<file path="src/rtl/rv32_bus_pkg.sv">
// Shared definitions for the RV32 unified memory bus.
// State encoding and default watchdog depth.
package rv32_bus_pkg;

    typedef logic [1:0] bus_state_t;

    localparam bus_state_t IDLE    = 2'd0;
    localparam bus_state_t BUSY_IF = 2'd1;
    localparam bus_state_t BUSY_D  = 2'd2;

    localparam int DEF_TIMEOUT = 16;

endpackage

</file>
<file path="src/rtl/bus_timeout_cnt.sv">
// Per-transaction watchdog: clear/enable counter that saturates
// at TIMEOUT-1 and flags expiry there.
module bus_timeout_cnt #(
    parameter int TIMEOUT = 16
) (
    input  logic clk,
    input  logic rst_n,
    input  logic clr,
    input  logic en,
    output logic expired
);

    localparam int CW = $clog2(TIMEOUT);
    localparam logic [CW-1:0] LAST = CW'(TIMEOUT - 1);

    logic [CW-1:0] cnt;

    always_ff @(posedge clk or negedge rst_n) begin
        if (!rst_n) begin
            cnt <= '0;
        end else if (clr) begin
            cnt <= '0;
        end else if (en && (cnt != LAST)) begin
            cnt <= cnt + CW'(1);
        end
    end

    assign expired = (cnt == LAST);

endmodule

</file>
<file path="src/rtl/mem_arbiter.sv">
// Round-robin arbiter sharing one memory bus between fetch and
// load/store, with registered bus outputs and a watchdog abort.
module mem_arbiter
    import rv32_bus_pkg::*;
#(
    parameter int XLEN    = 32,
    parameter int TIMEOUT = DEF_TIMEOUT
) (
    input  logic            clk_i,
    input  logic            rst_i,
    input  logic            if_req_i,
    input  logic [XLEN-1:0] if_addr_i,
    output logic [XLEN-1:0] if_rdata_o,
    output logic            if_ack_o,
    input  logic            d_req_i,
    input  logic            d_we_i,
    input  logic [XLEN-1:0] d_addr_i,
    input  logic [XLEN-1:0] d_wdata_i,
    output logic [XLEN-1:0] d_rdata_o,
    output logic            d_ack_o,
    output logic            err_o,
    output logic            m_req_o,
    output logic            m_we_o,
    output logic [XLEN-1:0] m_addr_o,
    output logic [XLEN-1:0] m_wdata_o,
    input  logic [XLEN-1:0] m_rdata_i,
    input  logic            m_ack_i
);

    bus_state_t state;
    bus_state_t state_nxt;
    logic       last_d;
    logic       idle;
    logic       busy;
    logic       grant_if;
    logic       grant_d;
    logic       expired;
    logic       done;

    assign idle = (state == IDLE);
    assign busy = (state == BUSY_IF) || (state == BUSY_D);

    // On conflict, the port not served last wins.
    assign grant_d  = idle && d_req_i && (!if_req_i || !last_d);
    assign grant_if = idle && if_req_i && (!d_req_i || last_d);

    assign done = busy && (m_ack_i || expired);

    bus_timeout_cnt #(
        .TIMEOUT (TIMEOUT)
    ) u_wdog (
        .clk     (clk_i),
        .rst_n   (rst_i),
        .clr     (grant_if || grant_d),
        .en      (busy && !m_ack_i),
        .expired (expired)
    );

    always_ff @(posedge clk_i or negedge rst_i) begin
        if (!rst_i) begin
            state <= IDLE;
        end else begin
            state <= state_nxt;
        end
    end

    always_comb begin
        state_nxt = state;
        unique case (state)
            IDLE: begin
                if (grant_d) begin
                    state_nxt = BUSY_D;
                end else if (grant_if) begin
                    state_nxt = BUSY_IF;
                end
            end
            BUSY_IF, BUSY_D: begin
                if (done) begin
                    state_nxt = IDLE;
                end
            end
            default: state_nxt = IDLE;
        endcase
    end

    always_ff @(posedge clk_i or negedge rst_i) begin
        if (!rst_i) begin
            last_d    <= 1'b0;
            m_req_o   <= 1'b0;
            m_we_o    <= 1'b0;
            m_addr_o  <= '0;
            m_wdata_o <= '0;
        end else if (grant_d) begin
            last_d    <= 1'b1;
            m_req_o   <= 1'b1;
            m_we_o    <= d_we_i;
            m_addr_o  <= d_addr_i;
            m_wdata_o <= d_wdata_i;
        end else if (grant_if) begin
            last_d    <= 1'b0;
            m_req_o   <= 1'b1;
            m_we_o    <= 1'b0;
            m_addr_o  <= if_addr_i;
            m_wdata_o <= '0;
        end else if (done) begin
            m_req_o   <= 1'b0;
        end
    end

    // Ack goes straight back to the owner; a real ack beats expiry.
    always_comb begin
        if_ack_o   = 1'b0;
        d_ack_o    = 1'b0;
        err_o      = 1'b0;
        if_rdata_o = '0;
        d_rdata_o  = '0;
        unique case (state)
            BUSY_IF: begin
                if_ack_o = done;
                err_o    = expired && !m_ack_i;
                if (m_ack_i) begin
                    if_rdata_o = m_rdata_i;
                end
            end
            BUSY_D: begin
                d_ack_o = done;
                err_o   = expired && !m_ack_i;
                if (m_ack_i) begin
                    d_rdata_o = m_rdata_i;
                end
            end
            default: ;
        endcase
    end

endmodule

</file>
<file path="config.mk">
export PLATFORM = sky130hd
export DESIGN_NAME = mem_arbiter
export DESIGN_NICKNAME = d
export VERILOG_FILES = /design/src/rtl/rv32_bus_pkg.sv /design/src/rtl/bus_timeout_cnt.sv /design/src/rtl/mem_arbiter.sv
export SDC_FILE = /design/constraint.sdc
export NUM_CORES = 1
export LEC_CHECK = 0
export BUFFER_PORTS_ARGS = -buffer_cell sky130_fd_sc_hd__buf_2
export CAP_MARGIN = 30
export CORE_MARGIN = 8
export CORE_UTILIZATION = 41
export CTS_CLUSTER_SIZE = 10
export DETAILED_ROUTE_END_ITERATION = 10
export GPL_TIMING_DRIVEN = 0
export PLACE_DENSITY = 0.84
export SKIP_LAST_GASP = 1
export SYNTH_ARGS = -nofsm -noshare
export SYNTH_HDL_FRONTEND = slang
export SYNTH_SLANG_ARGS = --single-unit
</file>
<file path="constraint.sdc">
create_clock -name clk_i -period 1.8 [get_ports clk_i]
set_clock_uncertainty 0.1 [all_clocks]
set_input_delay 0.36 -clock clk_i [delete_from_list [all_inputs] [get_ports clk_i]]
set_output_delay 0.36 -clock clk_i [all_outputs]
set_load 0.01 [all_outputs]
</file>
# Word level (Yosys, flattened, before mapping)
# Cells that the tools add are included.
# word_totals
input_bits,134
wordCells,59
regBits,73
out_inout_bits,133
# classes
muxes,22
n_reduce_logical,23
n_eq_ne,6
n_addsub,1
# ops
cell,n
$mux W32,7
$mux W1,9
$logic_and A1 B1 Y1,8
$mux W4,2
$mux W2,3
$logic_or A1 B1 Y1,5
$add A4 B1 Y4 const B,1
$eq A4 B4 Y1 const B,1
$logic_not A1 Y1,4
$ne A4 B4 Y1 const B,1
$pmux W2 S2,1
$reduce_bool A2 Y1,2
$ne A3 B1 Y1 const B,1
$reduce_bool A3 Y1,1
$eq A2 B1 Y1 const B,1
$eq A2 B2 Y1 const B,1
$logic_not A2 Y1,1
$ne A2 B1 Y1 const B,1
$reduce_and A2 Y1,1
$reduce_or A2 Y1,1

# Depth between registers and ports, before layout
# logic_depth
depth_word,6
ltp_mapped,7
depth_no_buf,5

# Cells and area by module
# From an unflattened synthesis, not the netlist that was laid out.
# unflattened
hier_cells,383
hier_area_um2,3786.1
# modules_own_cells
mod,cells_each,seq_area_each_um2,instances,area_per_inst_um2
mem_arbiter,363,1726.7,1,3557.2
bus_timeout_cnt,20,100.1,1,229.0

# Least setup slack after synthesis
# OpenSTA, ideal clock, no wires.
# synth_timing
path_type,register -> output
start,reg u_wdog.cnt[0]
end,out d_ack_o
t_required_ps,1340
path_buffers,1
arrival_time_ps,1214
path_slack_ps,126
path_stages_with_launch,6
path_cell_list,dfrtp_1 ha_1 and3_1 clkbuf_1 o21a_1 and2_1
# synth_via
elab_chain_cells,4
# synth_rtl
item,line_no,source
from (decl),bus_timeout_cnt.sv:16,logic [CW-1:0] cnt;
from (signal assigned),bus_timeout_cnt.sv:24,cnt <= cnt + CW'(1);
$eq A4 B4 Y1,bus_timeout_cnt.sv:28,assign expired = (cnt == LAST);
$logic_or A1 B1 Y1,mem_arbiter.sv:47,assign done = busy && (m_ack_i || expired);
$logic_and A1 B1 Y1,mem_arbiter.sv:47,
$mux W1,mem_arbiter.sv:117,unique case (state)
to (decl),mem_arbiter.sv:20,"output logic d_ack_o,"
# Every way passes these cells.

# Final worst setup path
# layout_timing
start,reg state[1]
end,out if_rdata_o[22]
# layout_via
elab_chain_cells,2
# layout_rtl
item,line_no,source
from (decl),mem_arbiter.sv:30,bus_state_t state;
from (signal assigned),mem_arbiter.sv:63,state <= state_nxt;
$eq A2 B1 Y1,mem_arbiter.sv:117,
$mux W32,mem_arbiter.sv:117,
to (decl),mem_arbiter.sv:13,"output logic [XLEN-1:0] if_rdata_o,"
# Every way passes these cells.

==> impl_metrics.tcl <==
set metrics [dict create \
    cts_hold_buffers 0 \
    antenna_found_initial 1 \
    clkSlewWorstSetupHoldPaths_ns 0.08 \
    hold_class "input pin to async pin" \
    cts-root-buf "clkbuf_8" \
    post-synth-top-area-fraction_pct 49.4 \
    first_iter_violations 287 \
    setup_viol 69 \
    maxClockFrequency_mhz 474 \
    slew_headroom_pct 38.1 \
    die_h_um 111 \
    fin_setup_tns_ns -16.37 \
    met3_usage_pct 8.77 \
    viasPerCell 5.73 \
    drv_slew 0 \
    drive_gt1_share_pct 60.3 \
    drtPass1Iterations 7 \
    synth-seq-cells 73 \
    cts_buffer_depth 2 \
    finalHoldViolCount 0 \
    busiest_layer "met2" \
    most-common-layout-cells "213 x buf_2, 73 x dfrtp_1, 68 x buf_6" \
    violations "negative setup slack" \
    port_buffers 266 \
    cts_buffers 9 \
    gr-total-overflow 0 \
    synth_nets 522 \
    design.core.area_um2 8720 \
    grt_max_degree 74 \
    synth_cells 384 \
    timing.final.crit_period_ns 2.11 \
    worstSkewPairLatency_ns 0.34 \
    dp_slack_ns -0.178 \
    critPathMaxFanout 5 \
    async_flop_share_pct 100 \
    hpwl_um 10900 \
    synthFlopType "dfrtp_1" \
    rsz0062_at_grt "yes" \
    syn_to_final_growth_pct 72.5 \
    synth_edf_count 0 \
    io_pins 267 \
    finalCritPeriodShare_pct 117 \
    syn_area_per_cell_um2 9.62 \
    worst-setup-path-type "flop to output port" \
    synth_area_um2 3690 \
    rows 34 \
    synth.yosys.warnings 0 \
    yosysTopAreaCell "dfrtp_1" \
    max_cap_viol_count 0 \
    fin_nets 816 \
    start_util_pct 42.4 \
    grt_pass1_vias 4647 \
    vdd_drop_max_mv 0.738 \
    drc_errors 0 \
    cts_sinks 73 \
    power.density_nw_per_um2 1420 \
    grt_pass1_wl_um 24800 \
    power.leakage_uw 0.00319 \
    setup_ws_ns -0.310 \
    max_slew.worst_pin.slew_ns 0.929 \
    routed_wl_um 17300 \
    die_w_um 111 \
    synth_cell_types 32 \
    status "finished with violations" \
    dr_total_vias 4542 \
    seq_area_frac_synth_pct 49.4 \
    grt.total_usage_pct 24.5 \
    ant_nets 0 \
    cts_tree "built" \
    place_congestion 0.804 \
    start_kind "flop" \
    htreeDepth 3 \
    die_area_um2 12300 \
    cp-end-kind "output port" \
    grt_use_met2_pct 41.3 \
    required_ns 1.34 \
    arrival_ns 1.65 \
    synthTopCellsByArea "dfrtp_1 49%, and3_1 11%, a22o_1 7.8%, a31oi_1 5.4%, nand3_1 5.0%" \
    wl_per_cell_um 21.9 \
    grtUsageMet1_pct 27.4 \
    final_common_cell "buf_2" \
]
[cell families (layout without fill, tap and decap cells)]
| logic type | count (synthesis) | in the layout | synth area share [%] |
|---|---|---|---|
| AOI/OAI and AO/OA | 114 | 114 | 21.0 |
| and+or+nand+nor | 146 | 146 | 21.5 |
| other | 0 | 1 | 0 |
| buffers and inverters | 46 | 345 | 6.47 |
| muxes | 1 | 1 | 0.305 |
| adders and majority gates | 4 | 4 | 1.35 |
| DFF | 73 | 73 | 49.4 |
[state kept, by name, summed over array words and instances, names as in the netlist]
register    cells
u_wdog.cnt      4
m_wdata_o      32
m_we_o          1
m_req_o         1
last_d          1
m_addr_o       32
state           2
[cell type report]
cell class | instances | area [µm²]
inverter | 4 | 15.0
multi-input combinational | 265 | 2000
tap | 108 | 135
buffer | 41 | 307
timing repair buffer | 284 | 1900
clock inverter | 7 | 61.3
antenna | 1 | 2.50
fill | 609 | 2350
sequential | 73 | 1830
clock buffer | 9 | 124
[report_power, final]
part | switching, µW | total (µW) | internal [µW]
Combinational | 2710 | 5090 | 2380
Sequential | 390 | 2720 | 2330
Clock | 692 | 1220 | 527
Total | 3790 | 9030 | 5240
[cells in the mapped netlist, drive strengths merged, types with 2 or more instances]
| master | count |
|---|---|
| buf | 21 |
| nand2 | 2 |
| inv | 4 |
| o41ai | 2 |
| dfrtp | 73 |
| o311ai | 3 |
| a22o | 33 |
| ha | 4 |
| nand3 | 37 |
| a21oi | 2 |
| a31oi | 32 |
| and2 | 4 |
| and3 | 65 |
| nor2 | 35 |
| o21ai | 36 |
| o21a | 2 |
| clkbuf | 21 |
[worst max-delay path, stage by stage (launching register included)]
cell and delay, ns:
dfrtp_1 0.43, inv_2 0.14, ha_4 0.18, buf_12 0.13, buf_8 0.13, and3_4 0.19
buf_6 0.10
[per-layer routing]
layer / wire (µm) / up-vias
met5: 0 / -
met4: 671 / 0
met3: 1390 / 61
met2: 8870 / 274
met1: 6390 / 2189
li1: - / 2018
[metrics by stage]
stage	hold WS (ns)	total power, µW	instance area, µm²	util, %	instances
6_report	0.0310	9030	6370	73.1	792
5_1_grt	0.102	9560	6370	73.1	792
4_1_cts	0.0680	8450	5860	67.2	789
3_5_place_dp	0.385	6640	5160	59.2	758
3_3_place_gp	0.383	6510	5160	59.2	758
2_1_floorplan	-0.0356	5010	3690	-	384
[path summary, 6_finish.rpt]
| kind | slack [ns] | from | end | cells after the start |
|---|---|---|---|---|
| worst max-delay path | -0.31 | state[1]$_DFFE_PN0P_ | if_rdata_o[22] | 6 |
| worst min-delay path | 0.03 | rst_i | m_wdata_o[24]$_DFFE_PN0P_ | 1 |
| worst max register to register | -0.05 | state[1]$_DFFE_PN0P_ | u_wdog.cnt[2]$_DFFE_PN0P_ | 7 |
| worst min register to register | 0.41 | m_wdata_o[2]$_DFFE_PN0P_ | m_wdata_o[2]$_DFFE_PN0P_ | 1 |
| max in group asynchronous | 0.95 | rst_i | state[1]$_DFFE_PN0P_ | 1 |
| min in group clk_i | 0.13 | d_wdata_i[18] | m_wdata_o[18]$_DFFE_PN0P_ | 2 |
[what timing repair did]
action	4_1_cts	5_1_grt
pin swaps	7	3
gates cloned	6	0
endpoints found under the setup margin	100	98
setup buffers	10	2
gates resized for setup	86	121
Note: power is estimated with default switching activity, not from simulation.
